## config.mk

```make
export PLATFORM = sky130hd
export DESIGN_NAME = uart_tx_regctl
export DESIGN_NICKNAME = d
export VERILOG_FILES = /design/src/rtl/uart_pkg.sv /design/src/rtl/uart_baudgen.sv /design/src/rtl/uart_tx_regctl.sv
export SDC_FILE = /design/constraint.sdc
export NUM_CORES = 1
export LEC_CHECK = 0
export CORE_MARGIN = 1
export CORE_UTILIZATION = 40
export CTS_CLUSTER_DIAMETER = 30
export DETAILED_ROUTE_END_ITERATION = 12
export PLACE_DENSITY = 0.59
export RECOVER_POWER = 50
export SLEW_MARGIN = 20
export SYNTH_ARGS = -nofsm -noshare
export SYNTH_HDL_FRONTEND = slang
export SYNTH_SLANG_ARGS = --single-unit
```

## constraint.sdc

```tcl
create_clock -name clk -period 4.45 [get_ports clk]
set_clock_uncertainty 0.2 [all_clocks]
set_input_delay 0.6675 -clock clk [delete_from_list [all_inputs] [get_ports clk]]
set_output_delay 0.6675 -clock clk [all_outputs]
set_load 0.005 [all_outputs]
```

## src/rtl/uart_pkg.sv

```systemverilog
// Shared constants and types for the UART transmit controller.
package uart_pkg;

    // Register map
    localparam logic [1:0] ADDR_STATUS  = 2'b00;
    localparam logic [1:0] ADDR_INTMASK = 2'b01;
    localparam logic [1:0] ADDR_DATA    = 2'b10;
    localparam logic [1:0] ADDR_BAUD    = 2'b11;

    // Status register bit positions
    localparam int ST_BUSY = 0;
    localparam int ST_DONE = 1;
    localparam int ST_OVR  = 2;

    // Transmit sequencer states
    typedef enum logic [1:0] {
        IDLE  = 2'b00,
        START = 2'b01,
        DATA  = 2'b10,
        STOP  = 2'b11
    } tx_state_t;

endpackage

```

## src/rtl/uart_baudgen.sv

```systemverilog
// Loadable baud down-counter. The divisor is re-sampled at every bit
// boundary, so a divisor change mid-frame applies from the next bit.
module uart_baudgen #(
    parameter int DIVW = 8
) (
    input  logic            clk,
    input  logic            reset,
    input  logic            restart,
    input  logic            en,
    input  logic [DIVW-1:0] divisor,
    output logic            tick
);

    logic [DIVW-1:0] cnt;

    // Count down from divisor to 0, reloading on restart or on reaching 0
    always_ff @(posedge clk) begin
        if (reset) begin
            cnt <= '0;
        end else if (restart) begin
            cnt <= divisor;
        end else if (en) begin
            if (cnt == '0) cnt <= divisor;
            else           cnt <= cnt - DIVW'(1);
        end
    end

    assign tick = en && !restart && (cnt == '0);

endmodule

```

## src/rtl/uart_tx_regctl.sv

```systemverilog
// Register-mapped UART transmitter: status/intmask/data/divisor registers
// and a START/DATA/STOP frame sequencer driving txd.
module uart_tx_regctl
    import uart_pkg::*;
#(
    parameter int DIVW = 8
) (
    input  logic       clk,
    input  logic       reset,
    input  logic       CS,
    input  logic [1:0] addr,
    input  logic       we,
    input  logic [7:0] wdata,
    output logic [7:0] rdata,
    output logic       txd,
    output logic       irq
);

    tx_state_t       state, state_nxt;
    logic [2:0]      bit_idx;
    logic [7:0]      data_reg;
    logic [DIVW-1:0] divisor;
    logic [2:1]      intmask;
    logic            done, ovr, busy;
    logic            tick;

    logic wr_en, rd_en, data_wr, stat_wr, accept, frame_end;

    assign wr_en     = CS && we;
    assign rd_en     = CS && !we;
    assign data_wr   = wr_en && (addr == ADDR_DATA);
    assign stat_wr   = wr_en && (addr == ADDR_STATUS);
    // busy comes straight from the state, so a write on the edge that ends
    // the stop bit still sees busy=1 and is rejected
    assign accept    = data_wr && !busy;
    assign frame_end = (state == STOP) && tick;

    uart_baudgen #(.DIVW(DIVW)) u_baud (
        .clk     (clk),
        .reset   (reset),
        .restart (accept),
        .en      (busy),
        .divisor (divisor),
        .tick    (tick)
    );

    // FSM state register
    always_ff @(posedge clk) begin
        if (reset) state <= IDLE;
        else       state <= state_nxt;
    end

    // FSM next-state logic
    always_comb begin
        state_nxt = state;
        case (state)
            IDLE:  if (accept) state_nxt = START;
            START: if (tick) state_nxt = DATA;
            DATA:  if (tick && bit_idx == 3'd7) state_nxt = STOP;
            STOP:  if (tick) state_nxt = IDLE;
            default: state_nxt = IDLE;
        endcase
    end

    // FSM outputs: serial line level and busy flag
    always_comb begin
        txd  = 1'b1;
        busy = 1'b1;
        case (state)
            IDLE:  busy = 1'b0;
            START: txd  = 1'b0;
            DATA:  txd  = data_reg[bit_idx];
            STOP:  txd  = 1'b1;
            default: busy = 1'b0;
        endcase
    end

    // Data bit index, wraps 7->0 as the frame leaves DATA
    always_ff @(posedge clk) begin
        if (reset)                      bit_idx <= '0;
        else if (accept)                bit_idx <= '0;
        else if (state == DATA && tick) bit_idx <= bit_idx + 3'd1;
    end

    // Sticky status bits; a set on the same edge as a clear wins
    always_ff @(posedge clk) begin
        if (reset) begin
            done <= 1'b0;
            ovr  <= 1'b0;
        end else begin
            if (frame_end)                    done <= 1'b1;
            else if (stat_wr && wdata[ST_DONE]) done <= 1'b0;
            if (data_wr && busy)              ovr  <= 1'b1;
            else if (stat_wr && wdata[ST_OVR])  ovr  <= 1'b0;
        end
    end

    // Plain RW registers and the last accepted data byte
    always_ff @(posedge clk) begin
        if (reset) begin
            intmask  <= '0;
            divisor  <= '0;
            data_reg <= '0;
        end else begin
            if (wr_en && addr == ADDR_INTMASK) intmask <= wdata[2:1];
            if (wr_en && addr == ADDR_BAUD)    divisor <= wdata[DIVW-1:0];
            if (accept)                        data_reg <= wdata;
        end
    end

    // Combinational read mux; zero when not reading
    always_comb begin
        rdata = 8'h00;
        if (rd_en) begin
            case (addr)
                ADDR_STATUS:  rdata = {5'b0, ovr, done, busy};
                ADDR_INTMASK: rdata = {5'b0, intmask, 1'b0};
                ADDR_DATA:    rdata = data_reg;
                default:      rdata[DIVW-1:0] = divisor;
            endcase
        end
    end

    assign irq = (done && intmask[1]) || (ovr && intmask[2]);

endmodule

```

# Yosys cells after proc, flatten, opt, wreduce, memory -nomap -nowiden
# Index checks and enable logic that the tools add are counted.
[totals]
ff_bits = 33
input_bits = 14
out_inout_bits = 10
word_cells = 67
[op_classes]
n_addsub = 2
magnitude_cmp = 1
n_eq_ne = 11
muxes = 18
n_reduce_logical = 27
[op_table]
columns = ["op", "n"]
rows = [
  ["two-way mux 8 bit", 4],
  ["case mux 8 bit (3 select lines)", 1],
  ["logical AND 1 bit", 17],
  ["equality test 2 bit (second input constant)", 4],
  ["zero test 8 bit", 1],
  ["two-way mux 2 bit", 4],
  ["case mux 2 bit (4 select lines)", 1],
  ["subtractor 8 x 1 -> 8 bit (second input constant)", 1],
  ["two-way mux 1 bit", 6],
  ["!= test 2 bit (second input constant)", 3],
  ["equality test 2 x 1 -> 1 bit (second input constant)", 2],
  ["zero test 2 bit", 2],
  ["< comparator 3 x 4 -> 1 bit (second input constant)", 1],
  ["AND reduction 4 bit", 1],
  ["nonzero test 2 bit", 2],
  ["adder 3 x 1 -> 3 bit (second input constant)", 1],
  ["binary-select mux 1 bit (select 3 bit)", 1],
  ["equality test 3 bit (second input constant)", 1],
  ["zero test 1 bit", 2],
  ["!= test 2 x 1 -> 1 bit (second input constant)", 1],
  ["case mux 1 bit (2 select lines)", 1],
  ["OR reduction 2 bit", 1],
  ["logical OR 1 bit", 1],
]

# Longest topological paths before layout
# Gate-level depths: netlist of the first run.
[depth]
depth_word = 9
mapped_depth = 8
mapped_depth_nobuf = 6

# Modules after synthesis
# From an unflattened synthesis of the first run, not the netlist that was laid out.
[hier_totals]
hier_cells = 228
hier_area_um2 = 1950.6
[by_module_without_submodules]
columns = ["module", "n_inst", "cells_per_inst", "area_each_um2", "seq_area_each_um2"]
rows = [
  ["uart_tx_regctl", 1, 156, 1373.8, 500.5],
  ["uart_baudgen", 1, 72, 576.8, 160.2],
]

# Worst setup path before layout of the first run
# OpenSTA, ideal clock, no wires.
[synth_timing]
path_kind = "input to output"
from = "input port addr[0]"
to = "output port rdata[0]"
t_arrival_ns = 1.519
t_required_ns = 3.582
path_slack_ns = 2.063
path_stages = 5
path_buffers = 2
cell_sequence = "buf_2 buf_1 nand3_1 o21a_1 nor2_1"
[synth_between]
elab_chain_cells = 3
word_cells_on_any_way = 5
classes_between = "eq/ne: 2; mux: 2; reduce/logical: 1"
[synth_rtl]
columns = ["item", "line", "source"]
rows = [
  ["start, declared", "uart_tx_regctl.sv:11", "input logic [1:0] addr,"],
  ["equality test 2 bit (tied with other cells)", "uart_tx_regctl.sv:115", "case (addr)"],
  ["case mux 8 bit (3 select lines) (*)", "uart_tx_regctl.sv:115", ""],
  ["two-way mux 8 bit (*)", "uart_tx_regctl.sv:114", "if (rd_en) begin"],
  ["end, declared", "uart_tx_regctl.sv:14", "output logic [7:0] rdata,"],
]
# Mark *: on every way between the ends. The rest lies on a longest branch, timed or not.

# Worst setup path after layout of the first run
# Same ends and word-level chain as after synthesis.

==> flow_summary.ini, run 1 <==
[pwr]
power.leakage_uw = 0.000832
p_per_area_nw_per_um2 = 470
peakVddDrop_uv = 213

[global_routing]
grt_max_degree = 36
track_usage_pct = 20.6
overflow = 0
antenna_found_initial = 0
grt_pass1_vias = 1611
grt_pass1_wl_um = 8050

[route]
via_count = 1680
drt_wl_total_um = 4770
drtIter0Drc = 82
drc_errors = 0
antenna_left = 0
detail_route.first_pass.iterations = 4
avgRoutedWirePerCell_um = 15.8
vias_per_cell = 5.56

[synth]
async_flop_share_pct = 0
netlist_area_sq_um = 1900
syn-mean-instance-area_sq_um = 8.38
yosysUniqueCellTypes = 45
yosys-top-cells-area = dfxtp_1, nand2_1, a21oi_1, mux2i_1, ha_1
synth-adder-area-share_pct = 5.92
yosysTopAreaCell = dfxtp_1
yosysMostFrequentCell = nand2_1
synth_top_family_by_area = simple AND/OR/NAND/NOR gates
synth_mux_area_share_pct = 11.6
synth_fp_nets = 250
synth-compound-area-share_pct = 20.6
synth-seq-cells = 33
synth-simple-area-share_pct = 21.8
ys.warnings.count = 0
synth_xor_area_share_pct = 0.460
netlist_instances = 227
synth_top_cell_area_share_pct = 34.7
synth_edf_count = 0
synthTopCellsByCount = nand2_1, dfxtp_1, a21oi_1
ys.flop_type = dfxtp_1
yosysSeqAreaShare_pct = 34.7

[worst_setup_path]
worstSetupPathType = primary input to output port
required_ps = 3580
path_buf_inv = 3
cp-start-kind = primary input
worst_path_max_delay_cell = dlygate4sd3_1
cp.arrival_ps = 2720
crit_path_max_incr_delay_ps = 740
worstPathMaxFanout = 9
cp_top_family = buffers and inverters
crit_chain = dlygate4sd3_1 -> clkbuf_1 -> nand3_1 -> o21a_1 -> nor2_1 -> clkdlybuf4s50_1
cp-end-kind = output port

[layout]
nNetsFinal = 273
areaGrowthSynthToFinish_pct = 19.5
final_cell_area_sq_um = 2270
drive_gt1_share_pct = 7.60
n_antenna_cell = 0
fin_cells = 302

[sta]
period_minus_slack_ps = 3590
final-hold-violation-count = 0
slew_viol_final = 0
finalCritPeriodShare_pct = 80.6
max_freq_mhz = 279
fin_tns_setup_ps = 0
max_slew.worst_pin.slew_ps = 638
slew-limit-headroom_pct = 57.3
rsz0062_at_grt = no
finalSetupViolCount = 0

[clock_network]
cts.sink_count = 33
hold_buffers = 0
cts_root_buf = clkbuf_8
cts_tree = yes
clk_latency_ps = 280
cts_setup_buffers = 0
clk_pin_slew_ps = 70
cts_buffers = 5
cts_buffer_depth = 2
htreeDepth = 2
cts_resized = 0

[floorplan]
die-area_sq_um = 5040
ios = 24
fp.dieH_um = 71.0
chipWidth_um = 71.0
core_area_sq_um = 4470
rows = 24
start_util_pct = 42.5

[placed_design]
numPortBuffers = 23
dp_cells = 295
dp_hpwl_um = 3440
placed_cell_area_sq_um = 2180
gp_congestion = 0.827

[run]
maxCapViolations = 0

[min_path]
min_path_type = flip-flop to flip-flop

[run_status]
status = finished clean
[worst min-delay path, cell delays in order, from the launching register on]
cell and delay, ps:
dfxtp_1 320, nand2_1 60, a21oi_1 50
[through the flow]
| step | setup WS (ps) | total power, uW | util, % | hold slack, ps |
|---|---|---|---|---|
| after floorplan | 2060 | 693 | - | 243 |
| after global placement | 1060 | 801 | 48.8 | 266 |
| after detailed placement | 1050 | 803 | 48.8 | 271 |
| after CTS | 1050 | 1080 | 51.1 | 281 |
| after global routing | 752 | 1140 | 50.8 | 302 |
| final | 861 | 1070 | 50.8 | 276 |
[worst paths after layout]
check,start,end,slack [ps],depth (start not counted)
worst max register to register,state[1],u_baud.cnt[4],2150,7
worst min register to register,data_reg[5],data_reg[5],280,2
worst min-delay path,data_reg[5],data_reg[5],280,2
worst max-delay path,addr[0],rdata[0],860,6
[logic make-up (layout without fill, tap and decap cells)]
logic type | count (synthesis) | in the layout
AOI/OAI and AO/OA | 56 | 56
xor gates and xnor gates | 1 | 1
adders and majority gates | 9 | 9
buffers and inverters | 25 | 48
DFF | 33 | 33
muxes | 17 | 17
and+or+nand+nor | 86 | 86
[layer usage]
layer / track usage, % / part of all wire, % / wire (um)
met5: 0 / 0 / 0
met4: 6.67 / 1.2 / 57
met1: 27.6 / 49 / 2350
met2: 32.9 / 47 / 2220
met3: 4.70 / 2.8 / 134
[where the power goes]
part           internal (uW)  total (uW)  switching (uW)  leakage, uW
clock                    163         274             112    0.0000540
sequential               320         349            28.9     0.000267
combinational            191         446             255     0.000511
[cells in the final DEF (no fill, tap or decap), types with 3 or more instances in the layout]
cell              n
nand2_1          41
dfxtp_1          33
a21oi_1          27
clkdlybuf4s50_1  19
inv_1            15
nor2_1           15
mux2i_1          13
nor3_1            9
ha_1              9
o32ai_1           6
clkbuf_8          5
mux4_2            4
nand2b_1          4
dlygate4sd3_1     4
nor2b_1           3
o21a_1            3
[cell type report]
cell class	instances	area [sq um]
multi-input combinational	169	1140
inverter	15	56.3
tap	52	65.1
sequential	33	661
timing repair buffer	26	245
clock inverter	2	35.0
clock buffer	5	68.8
fill	458	2200
(Power assumes the default switching activity.)
==> inputs of run 2 (changes only) <==
clock period = 3.7 ns   (was 4.45 ns; I/O delays follow)
==> run 2 against run 1 <==
Net effect:
- via count shrank 0.54%
- core utilization is 0.084 points higher
- cell count is the same
- non-clock buffer count unchanged
- critical path type unchanged
- highest routed layer unchanged
==> flow_summary.ini, run 2 (same netlist as run 1, synthesis figures left out) <==
[run_status]
status = finished clean

[sta]
finalCritPeriodShare_pct = 89.8
period_minus_slack_ps = 3320
max_slew.worst_pin.slew_ps = 631
final-hold-violation-count = 0
slew_viol_final = 0
max_freq_mhz = 301
finalSetupViolCount = 0
rsz0062_at_grt = no
fin_tns_setup_ps = 0
fin_ws_ps = 377
slew-limit-headroom_pct = 57.8

[run]
maxCapViolations = 0

[pwr]
p_per_area_nw_per_um2 = 563
peakVddDrop_uv = 228
power.leakage_uw = 0.000836

[floorplan]
fp.dieH_um = 71.0
start_util_pct = 42.5
chipWidth_um = 71.0
die-area_sq_um = 5040
core_area_sq_um = 4470
ios = 24
rows = 24

[worst_setup_path]
worstPathMaxFanout = 9
required_ps = 2940
cp_top_family = buffers and inverters
cp.arrival_ps = 2570
worstSetupPathType = primary input to output port
crit_path_max_incr_delay_ps = 710
cp-start-kind = primary input
path_buf_inv = 3
crit_chain = dlygate4sd3_1 -> clkbuf_1 -> nand3_1 -> o21a_1 -> nor2_1 -> clkdlybuf4s50_1
worst_path_max_delay_cell = dlygate4sd3_1
cp-end-kind = output port

[layout]
final_cell_mix = nand2_1, dfxtp_1, a21oi_1
final_cell_area_sq_um = 2280
drive_gt1_share_pct = 8.00
n_antenna_cell = 0
areaGrowthSynthToFinish_pct = 19.7
final_common_cell = nand2_1
fin_cells = 302
final_util_pct = 50.9
nNetsFinal = 273

[placed_design]
dp_cells = 295
placed_cell_area_sq_um = 2180
dp_hpwl_um = 3380
numPortBuffers = 23
gp_congestion = 0.846
dp_slack_ps = 524

[global_routing]
grt_max_degree = 30
track_usage_pct = 21.4
overflow = 0
grt_pass1_vias = 1625
antenna_found_initial = 0
grt_pass1_wl_um = 8140

[route]
drt_wl_total_um = 4680
via_count = 1671
drc_errors = 0
vias_per_cell = 5.53
wl_met3_um = 113
highest_layer = met4
wl_met2_um = 2090
drtIter0Drc = 92
avgRoutedWirePerCell_um = 15.5
antenna_left = 0
wl_met1_um = 2390
detail_route.first_pass.iterations = 4

[clock_network]
cts_tree = yes
clk_pin_slew_ps = 60
cts_setup_buffers = 0
cts_root_buf = clkbuf_8
cts_buffers = 5
cts.sink_count = 33
clk_latency_ps = 290
hold_buffers = 0
cts_buffer_depth = 2
htreeDepth = 2
cts_resized = 0

[min_path]
min_path_type = flip-flop to flip-flop
run 2: cell types whose count changed in the layout (fill, tap and decap cells not counted):
cell | previous run | this run
buf_4 | 1 | 2
clkbuf_1 | 2 | 1
run 2: where the power goes:
part	switching, uW	total [uW]	internal [uW]	leakage (uW)
clock network	135	331	196	0.0000540
logic	301	532	231	0.000515
registers	33.9	419	385	0.000267
total	469	1280	812	0.000836
run 2: metrics by stage:
stage	total power (uW)	hold WS (ps)
after global routing	1370	304
after detailed placement	962	269
after CTS	1300	278
final	1280	278
after floorplan	834	243
after global placement	961	271
run 2: layout make-up:
type | instances | area [sq um]
Clock buffer | 5 | 68.8
Clock inverter | 2 | 35.0
Fill cell | 456 | 2200
Inverter | 15 | 56.3
Multi-Input combinational cell | 169 | 1140
Sequential cell | 33 | 661
Tap cell | 52 | 65.1
Timing Repair Buffer | 26 | 249
run 2: metal layers:
layer	global-route usage [%]	vias up
met4	10.9	0
met5	0	-
met3	4.84	7
met2	31.8	23
met1	28.9	781
li1	-	860
run 2: worst paths after layout:
| kind | startpoint | endpoint | slack [ps] | cells past startpoint |
|---|---|---|---|---|
| min | data_reg[6] | data_reg[6] | 280 | 2 |
| max | addr[0] | rdata[0] | 380 | 6 |
| min reg2reg | data_reg[6] | data_reg[6] | 280 | 2 |
| max reg2reg | u_baud.cnt[0] | state[1] | 1510 | 6 |
run 2: worst register-to-register path, delay by kind of cell, from the launching register on:
family | cells | cell delay [ps]
adders and majority gates | 1 | 190
muxes | 1 | 170
and+or+nand+nor | 2 | 790
DFF | 1 | 370
AOI/OAI and AO/OA | 1 | 270
buffers and inverters | 1 | 150
